**config.mk**
```make
export PLATFORM = sky130hd
export DESIGN_NAME = brew_timer
export DESIGN_NICKNAME = d
export VERILOG_FILES = /design/src/rtl/brew_timer.sv
export SDC_FILE = /design/constraint.sdc
export NUM_CORES = 1
export LEC_CHECK = 0
export ABC_CLOCK_PERIOD_IN_PS = 2750
export CELL_PAD_IN_SITES_DETAIL_PLACEMENT = 0
export CELL_PAD_IN_SITES_GLOBAL_PLACEMENT = 2
export CORE_ASPECT_RATIO = 0.7
export CORE_UTILIZATION = 34
export DETAILED_ROUTE_END_ITERATION = 6
export GPL_TIMING_DRIVEN = 1
export PLACE_DENSITY_LB_ADDON = 0.1
export REMOVE_ABC_BUFFERS = 1
export SYNTH_ARGS = -nofsm -noshare
export SYNTH_HDL_FRONTEND = slang
export SYNTH_SLANG_ARGS = --single-unit
```
**constraint.sdc**
```tcl
create_clock -name clk -period 2.75 [get_ports clk]
set_input_delay 0.6875 -clock clk [delete_from_list [all_inputs] [get_ports clk]]
set_output_delay 0.6875 -clock clk [all_outputs]
set_load 0.02 [all_outputs]
```
**src/rtl/brew_timer.sv**
```systemverilog
// brew_timer: brew-cycle countdown timer feeding the 7-seg display; build with BREW_TIMER_PAUSE_EN for pause.
module brew_timer #(
  parameter int TICKS_PER_SEC = 50_000_000,
  parameter int DONE_SEC = 3
) (
  input  logic       clk,
  input  logic       rst,
  input  logic       start,
  input  logic       cancel,
  input  logic       pause,
  input  logic [3:0] duration,
  output logic [3:0] remaining,
  output logic       busy,
  output logic       done
);
  localparam int PW = $clog2(TICKS_PER_SEC);
  localparam int HW = $clog2(DONE_SEC + 1);
  localparam logic [PW-1:0] PSC_LAST = PW'(TICKS_PER_SEC - 1);
  localparam logic [HW-1:0] HOLD_LAST = HW'(DONE_SEC - 1);
  typedef enum logic [1:0] {IDLE, RUN, PAUSE, DONE} state_t;
  state_t state_q, state_d;
  logic [PW-1:0] psc_q, psc_d;
  logic [HW-1:0] hold_q, hold_d;
  logic [3:0] rem_q, rem_d;
  logic busy_q, busy_d, done_q, done_d;
  logic pause_en, cnt_en, tick, active, go, entry;
`ifdef BREW_TIMER_PAUSE_EN
  assign pause_en = pause;
`else
  logic pause_unused;
  assign pause_unused = pause;
  assign pause_en = 1'b0;
`endif
  assign active = state_q == RUN || state_q == PAUSE;
  assign go = start && duration != 4'd0;
  // A paused cycle never advances the prescaler, so pause time adds exactly.
  assign cnt_en = state_q == DONE || (active && !pause_en);
  assign tick = cnt_en && psc_q == PSC_LAST;
  assign remaining = rem_q;
  assign busy = busy_q;
  assign done = done_q;
  always_ff @(posedge clk or posedge rst) begin
    if (rst) begin
      state_q <= IDLE;
      psc_q <= '0;
      hold_q <= '0;
      rem_q <= 4'd0;
      busy_q <= 1'b0;
      done_q <= 1'b0;
    end else begin
      state_q <= state_d;
      psc_q <= psc_d;
      hold_q <= hold_d;
      rem_q <= rem_d;
      busy_q <= busy_d;
      done_q <= done_d;
    end
  end
  always_comb begin
    state_d = state_q;
    if (cancel) state_d = IDLE;
    else case (state_q)
      IDLE: state_d = go ? RUN : IDLE;
      RUN, PAUSE: state_d = pause_en ? PAUSE : (tick && rem_q == 4'd1) ? DONE : RUN;
      DONE: state_d = go ? RUN : (tick && hold_q == HOLD_LAST) ? IDLE : DONE;
      default: state_d = IDLE;
    endcase
  end
  // RUN<->PAUSE keeps the prescaler; every other state change restarts it.
  always_comb begin
    entry = state_d != state_q && !(active && (state_d == RUN || state_d == PAUSE));
    psc_d = entry ? '0 : !cnt_en ? psc_q : tick ? '0 : psc_q + 1'b1;
    hold_d = (state_d != DONE || state_q != DONE) ? '0 : tick ? hold_q + 1'b1 : hold_q;
    rem_d = state_d == IDLE ? duration :
            state_d == DONE ? 4'd0 :
            (state_q == IDLE || state_q == DONE) ? duration :
            (tick && rem_q != 4'd0) ? rem_q - 4'd1 : rem_q;
    busy_d = state_d == RUN || state_d == PAUSE;
    done_d = active && state_d == DONE;
  end
endmodule

```
# Yosys cells after proc, flatten, opt, wreduce, memory -nomap -nowiden
# Index checks and enable logic that the tools add are counted.
# op_classes
eq_ne	12
reduce_logical	22
muxes	15
add_sub_neg	3
# op_table
cell	count
26-bit two-way mux	3
26-bit by 1-bit adder with 26-bit output, second input constant	1
26-bit == test, second input constant	1
4-bit two-way mux	4
2-bit two-way mux	6
4-bit nonzero test	3
2-bit == test, second input constant	5
1-bit logical AND	8
2-bit one-hot mux with 3 select lines	1
1-bit logical OR	5
2-bit by 1-bit == test with 1-bit output, second input constant	2
4-bit by 1-bit == test with 1-bit output, second input constant	1
2-bit logical NOT	2
2-bit != test, second input constant	2
2-bit nonzero test	2
4-bit by 1-bit subtractor with 4-bit output, second input constant	1
2-bit by 1-bit adder with 2-bit output, second input constant	1
2-bit != test	1
2-bit OR reduction	1
1-bit logical NOT	1
1-bit two-way mux	1
# word_totals
register_bits	36
output_inout_bits	6
input_bits	9

# Depth between registers and ports, before layout
# depth
depth_word	15
ltp_mapped	13

# Worst setup path after synthesis
# Ideal clock, no wire load.
# synth_timing
path_type	input to register
from	in duration[0]
to	reg rem_q[2] (netlist: remaining[2])
setup_ns	0.084
path_buffers	0
stages	10
setup_slack_ns	-0.286
arrival_ns	2.952
cell_sequence	o41ai_1 > nand2b_1 > nor4_1 > nand2b_1 > inv_1 > ha_1 > or3b_2 > a21oi_1 > o21ai_0 > o21ai_0
# synth_via
elab_chain_cells	8
word_cells_on_any_way	11
classes_between	eq/ne (1); mux (6); reduce/logical (4)
# synth_lines
element	line	rtl
start, declared	11	input logic [3:0] duration,
4-bit nonzero test (*)	35	assign go = start && duration != 4'd0;
1-bit logical AND (*)	35	
2-bit two-way mux / 1-bit two-way mux (equally long branches)	65, 63	
2-bit one-hot mux with 3 select lines (*)	62	else case (state_q)
2-bit two-way mux (*)	61	if (cancel) state_d = IDLE;
net state_d[0]	21	state_t state_q, state_d;
2-bit == test	75	state_d == DONE ? 4'd0 :
4-bit two-way mux	75	
4-bit two-way mux	74	rem_d = state_d == IDLE ? duration :
end signal, assigned	54	rem_q <= rem_d;
end, declared	24	logic [3:0] rem_q, rem_d;
# The timed path passes the listed nets; every way through them passes the cells marked *.
# A chain may end at the register's enable or synchronous reset.

# Final worst setup path
# layout_timing
from	in duration[2]
to	reg rem_q[0] (netlist: remaining[0])
# layout_via
elab_chain_cells	8
word_cells_on_any_way	11
classes_between	eq/ne (1); mux (6); reduce/logical (4)
# layout_lines
element	line
4-bit nonzero test (*)	35
1-bit logical AND (*)	35
2-bit two-way mux / 1-bit two-way mux (equally long branches)	65, 63
2-bit one-hot mux with 3 select lines (*)	62
2-bit two-way mux (*)	61
2-bit == test	75
4-bit two-way mux	75
4-bit two-way mux	74
# Mark *: on every way between the ends. The rest lies on a longest branch, timed or not.

==> flow_metrics.py <==
metrics = {
    "status": {
        "run_status": "complete, no violations",
    },
    "clock_network": {
        "cts-root-buf": "clkbuf_8",
        "clk_pin_slew_ns": 0.07,
        "cts_made_buffers": 5,
        "tritoncts": "yes",
        "clkSinkCount": 36,
        "htreeDepth": 2,
        "clock_latency_ns": 0.28,
        "cts_buffer_depth": 2,
    },
    "power_and_ir_drop": {
        "max-vdd-ir-drop_uv": 255,
        "p_leak_uw": 0.00129,
        "finalPower_uw": 1180,
        "power_density_nw_per_um2": 396,
    },
    "critical_path": {
        "path_class": "in2reg",
        "worstPathMaxFanout": 3,
        "crit_path_start_kind": "primary input",
        "worst_ep_arrival_time_ns": 2.91,
        "crit_path_end_kind": "register",
        "cp_data_required_time_ns": 2.96,
    },
    "sta": {
        "max_freq_ghz": 0.371,
        "setup_viol": 0,
        "drv_slew": 0,
        "skew_ns": 0.00722,
        "timing.hold.ws_ns": 0.554,
        "grt_setup_unrepaired": "yes",
        "tightestPinTransition_ns": 0.496,
        "fin_crit_ns": 2.69,
        "timing.final.crit_share_pct": 98.0,
        "slew_headroom_pct": 66.7,
        "hold_viol_final": 0,
    },
    "floorplanning": {
        "num_io_pins": 15,
        "die-area_um2": 6660,
        "core_um2": 5900,
        "start_util_pct": 36.5,
        "die_x_um": 97.1,
        "rows": 23,
        "die_h_um": 68.6,
    },
    "place": {
        "dp_hpwl_mm": 3.99,
        "port_buffers": 13,
        "dp_cells": 345,
        "dpl_cell_area_um2": 2720,
        "routabilityCongestion": 0.856,
    },
    "cells_and_area": {
        "n_antenna_cell": 0,
        "final_cell_mix": "52 x buf_4, 36 x dfrtp_1, 14 x nand2_1, 14 x a21oi_1, 13 x xor2_1",
        "nFillCells": 543,
        "fin_area_um2": 2980,
        "final_common_cell": "buf_4",
        "drive_gt1_share_pct": 33.7,
        "multi_input_area_um2": 1290,
        "regArea_um2": 901,
        "finalNonFillerCells": 360,
        "area_delta_synth_final_pct": 38.3,
        "layout.core_utilization_pct": 50.5,
        "fin_nets": 303,
    },
    "worst_hold_path": {
        "hold_path.class": "reg2reg",
    },
    "synth": {
        "syn_inst": 218,
        "synthArstFlopShare_pct": 100,
        "synth.top_cell.area_share_pct": 41.8,
        "synth-seq-area-share_pct": 41.8,
        "synth_area_per_cell_um2": 9.88,
        "synth_top_cell_by_area": "dfrtp_1",
        "synth-seq-cells": 36,
        "synth_edf_count": 0,
        "syn-cell-area_um2": 2150,
        "ys.flop_type": "dfrtp_1",
        "yosysWarningCount": 0,
        "yosys-top-cells-area": "dfrtp_1 42%, xor2_1 5.3%, ha_1 5.2%",
        "synth_cell_type_count": 46,
    },
    "detailed_routing": {
        "viasPerCell": 5.26,
        "wl_met3_um": 153,
        "wl_per_cell_um": 15.5,
        "vias": 1894,
        "ant_nets": 0,
        "drc": 0,
        "dr.max_layer_used": "met4",
        "drtIter0Drc": 77,
        "dr.pass1.iters": 4,
        "dr_wl_met2_mm": 2.38,
        "met1_length_mm": 2.99,
        "routed_wl_mm": 5.58,
    },
    "global_route": {
        "gr-total-overflow": 0,
        "grt_pass1_wl_mm": 9.41,
        "grt_max_degree": 37,
        "track_usage_pct": 18.2,
        "grt_pass1_vias": 1899,
        "antenna_found_initial": 0,
    },
    "flow_run": {
        "cap_violations": 0,
    },
}
==> critical path, cell delays in order <==
cell,delay [ns]
clkdlybuf4s15_1,0.21
o41ai_4,0.33
buf_4,0.16
buf_4,0.11
and3_4,0.16
o31a_1,0.17
nor2_2,0.07
ha_2,0.20
or3b_4,0.38
buf_4,0.17
nor2_2,0.09
a211oi_2,0.05
a21oi_1,0.11
==> per-stage QoR <==
stage	setup WS, ns	setup TNS (ns)
after floorplan	-0.301	-1.66
after global placement	-0.675	-11.27
after detailed placement	-0.838	-15.35
after CTS	0.0164	0
after global routing	-0.0789	-0.174
final	0.0559	0
==> cell families (layout without fill, tap and decap cells) <==
logic type,after synthesis,in the layout,share of synthesized area [%]
AOI/OAI and AO/OA,47,47,16.3
adders and majority gates,9,9,5.23
muxes,4,4,1.92
DFF,36,36,41.8
buffers and inverters,18,85,3.72
and+or+nand+nor,81,81,21.7
xor gates and xnor gates,23,23,9.35
==> final timing paths <==
path                            slack [ns]        start           end  cells after the start
worst max-delay path                  0.06  duration[2]  remaining[0]                     13
worst min-delay path                  0.55     psc_q[1]      psc_q[1]                      2
worst max register to register        0.09     psc_q[9]  remaining[0]                     13
worst min register to register        0.55     psc_q[1]      psc_q[1]                      2
max in group asynchronous             1.61          rst      psc_q[1]                      3
min in group asynchronous             0.80          rst      psc_q[5]                      3
==> final cells by class <==
cell class / instances / share of cell area (%)
Multi-Input combinational cell: 164 / 43.5
Sequential cell: 36 / 30.3
Timing Repair Buffer: 69 / 19.2
Tap cell: 75 / 3.15
Clock buffer: 6 / 2.44
Inverter: 9 / 1.30
Clock inverter: 1 / 0.168
==> layer usage <==
metal  global-route usage [%]  up-vias
met2                     27.2       35
met1                     26.6      932
met4                     5.60        0
li1                         -      920
met3                     3.43        7
met5                        0        -
==> registers in the layout, indices dropped and copies added (netlist names) <==
| register | count |
|---|---|
| state_q | 2 |
| busy | 1 |
| remaining | 4 |
| hold_q | 2 |
| psc_q | 26 |
| done | 1 |
==> repair_timing <==
action                                  4_1_cts  5_1_grt
buffers inserted                              4        4
gates resized for setup                      28       15
pin swaps                                     5        9
endpoints found under the setup margin       30        7
hold buffers                                  0        0
==> cell usage after synthesis, types with 4 or more instances <==
cell type and number:
a211oi_1 9, nand4_1 7, a21oi_1 15, nor2_1 13, xor2_1 13, and4_1 5
a211oi_2 5, inv_1 9, o21ai_0 5, and3_1 4, nand3_1 12, nor3_1 5
ha_1 9, nand2_1 15, dfrtp_1 36, clkbuf_1 6, xnor2_1 10
==> report_power, final <==
part | internal [uW] | total [uW] | switching, uW | leakage, uW
registers | 553 | 579 | 26.0 | 0.000487
clock network | 172 | 358 | 186 | 0.0000410
logic | 111 | 241 | 130 | 0.000759
total | 837 | 1180 | 342 | 0.00129
Power figures use the tool's default switching activity.
==> patch: new RTL, config.mk and constraints unchanged <==
Encoding of `state_t`: now one-hot (4 bits for 4 states).
--- a/src/rtl/brew_timer.sv
+++ b/src/rtl/brew_timer.sv
@@ -18,5 +18,5 @@
   localparam logic [PW-1:0] PSC_LAST = PW'(TICKS_PER_SEC - 1);
   localparam logic [HW-1:0] HOLD_LAST = HW'(DONE_SEC - 1);
-  typedef enum logic [1:0] {IDLE, RUN, PAUSE, DONE} state_t;
+  typedef enum logic [3:0] {IDLE = 4'b0001, RUN = 4'b0010, PAUSE = 4'b0100, DONE = 4'b1000} state_t;
   state_t state_q, state_d;
   logic [PW-1:0] psc_q, psc_d;
Function: same outputs for any inputs over 10 cycles, from zero or initial values and one cycle with rst high; not proved beyond that.
==> patch against the original RTL <==
  * Critical path type unchanged
  * Combinational power decreased by 31%
  * First-iteration DRC count increased by 97%
  * Sequential power rose by 1%
  * Wire length grew 5.6%
  * Largest cell class unchanged
  * Worst setup slack improved by 0.097 ns
  * Total power decreased by 4.3%
  * Synthesized cell count up 18%
  * Critical endpoint is now remaining[3]$_DFFE_PP0P_
  * Sequential cell count rose by 1
  * Clock skew fell by 0.0013 ns
  * Global-route usage grew 0.37 points
  * Cell area down 6.8%
  * Synthesized area is 5.5% higher
==> patch: results (changes against the original RTL) <==
[logic_synthesis]
synth_xor_xnor_area_share = 0.0386  ; was 0.0936
synthTopCellsByCount = dfrtp_1, nor2_1, a21oi_1, nand2_1, o21ai_0  ; was dfrtp_1, a21oi_1, nand2_1, nor2_1, xor2_1
synthMuxAreaShare = 0.0187  ; was 0.0192
synth-compound-area-share = 0.153  ; was 0.163
synth_fa_ha_area_frac = 0.0220  ; was 0.0523

[detailed_routing]
wirelength_um = 5900  ; was 5580 µm
drtIter0Drc = 152  ; was 77
via_per_inst = 5.19  ; was 5.26

[finish]
fillers = 649  ; was 543
regArea_um2 = 927  ; was 901 µm²
layout.cells.non_filler = 387  ; was 360

[place]
dp_hpwl_um = 4240  ; was 3990 µm
dpl.cell_count = 377  ; was 345
gp_congestion = 0.754  ; was 0.856

[sta]
whs_ns = 0.537  ; was 0.554 ns
slew_headroom = 0.653  ; was 0.667
fin_worst_skew_ns = 0.00589  ; was 0.00722 ns

[worst_setup_path]
cp_top_family = compound AO/OA/AOI/OAI gates  ; was simple AND/OR/NAND/NOR gates
reg2regPathDepth = 8  ; was 13
r2r_start = psc_q[0]$_DFFE_PP0P_  ; was psc_q[9]$_DFFE_PP0P_
slowest_stage = clkdlybuf4s50_1  ; was or3b_4
path_max_fanout = 4  ; was 3

[status]
status = finished clean  ; unchanged

[hold_path]
min_from = hold_q[1]$_DFFE_PP0P_  ; was psc_q[1]$_DFFE_PP0P_

[grt]
grt_pass1_vias = 1860  ; was 1899
grtUsageTotal = 0.186  ; was 0.182

[clock_network]
cts_setup_buffers = 0  ; was 4
cts_resized = 0  ; was 28

[power_and_ir_drop]
peakVddDrop_mv = 0.174  ; was 0.255 mV

patch: worst max-delay path by stage:
stage                                    end  slack (ns)                  start
CTS                 remaining[1]$_DFFE_PP0P_        0.13  psc_q[11]$_DFFE_PP0P_
global placement    remaining[0]$_DFFE_PP0P_       -0.13            duration[0]
floorplan           remaining[0]$_DFFE_PP0P_      -0.001   psc_q[0]$_DFFE_PP0P_
detailed placement  remaining[3]$_DFFE_PP0P_       -0.12            duration[0]
finish              remaining[3]$_DFFE_PP0P_        0.15            duration[0]
global route           psc_q[23]$_DFFE_PP0P_        0.01            duration[0]
patch: where the power goes:
group / switching, W / total, W / internal (W)
Combinational: 0.0000885 / 0.000167 / 0.0000781
Sequential: 0.0000230 / 0.000585 / 0.000562
Clock: 0.000198 / 0.000376 / 0.000178
patch: cell type report:
cell class	count	area share
clock buffer	7	0.0275
tap	91	0.0410
multi-input combinational	201	0.450
clock inverter	1	0.00180
inverter	8	0.0108
timing repair buffer	42	0.134
sequential	37	0.334
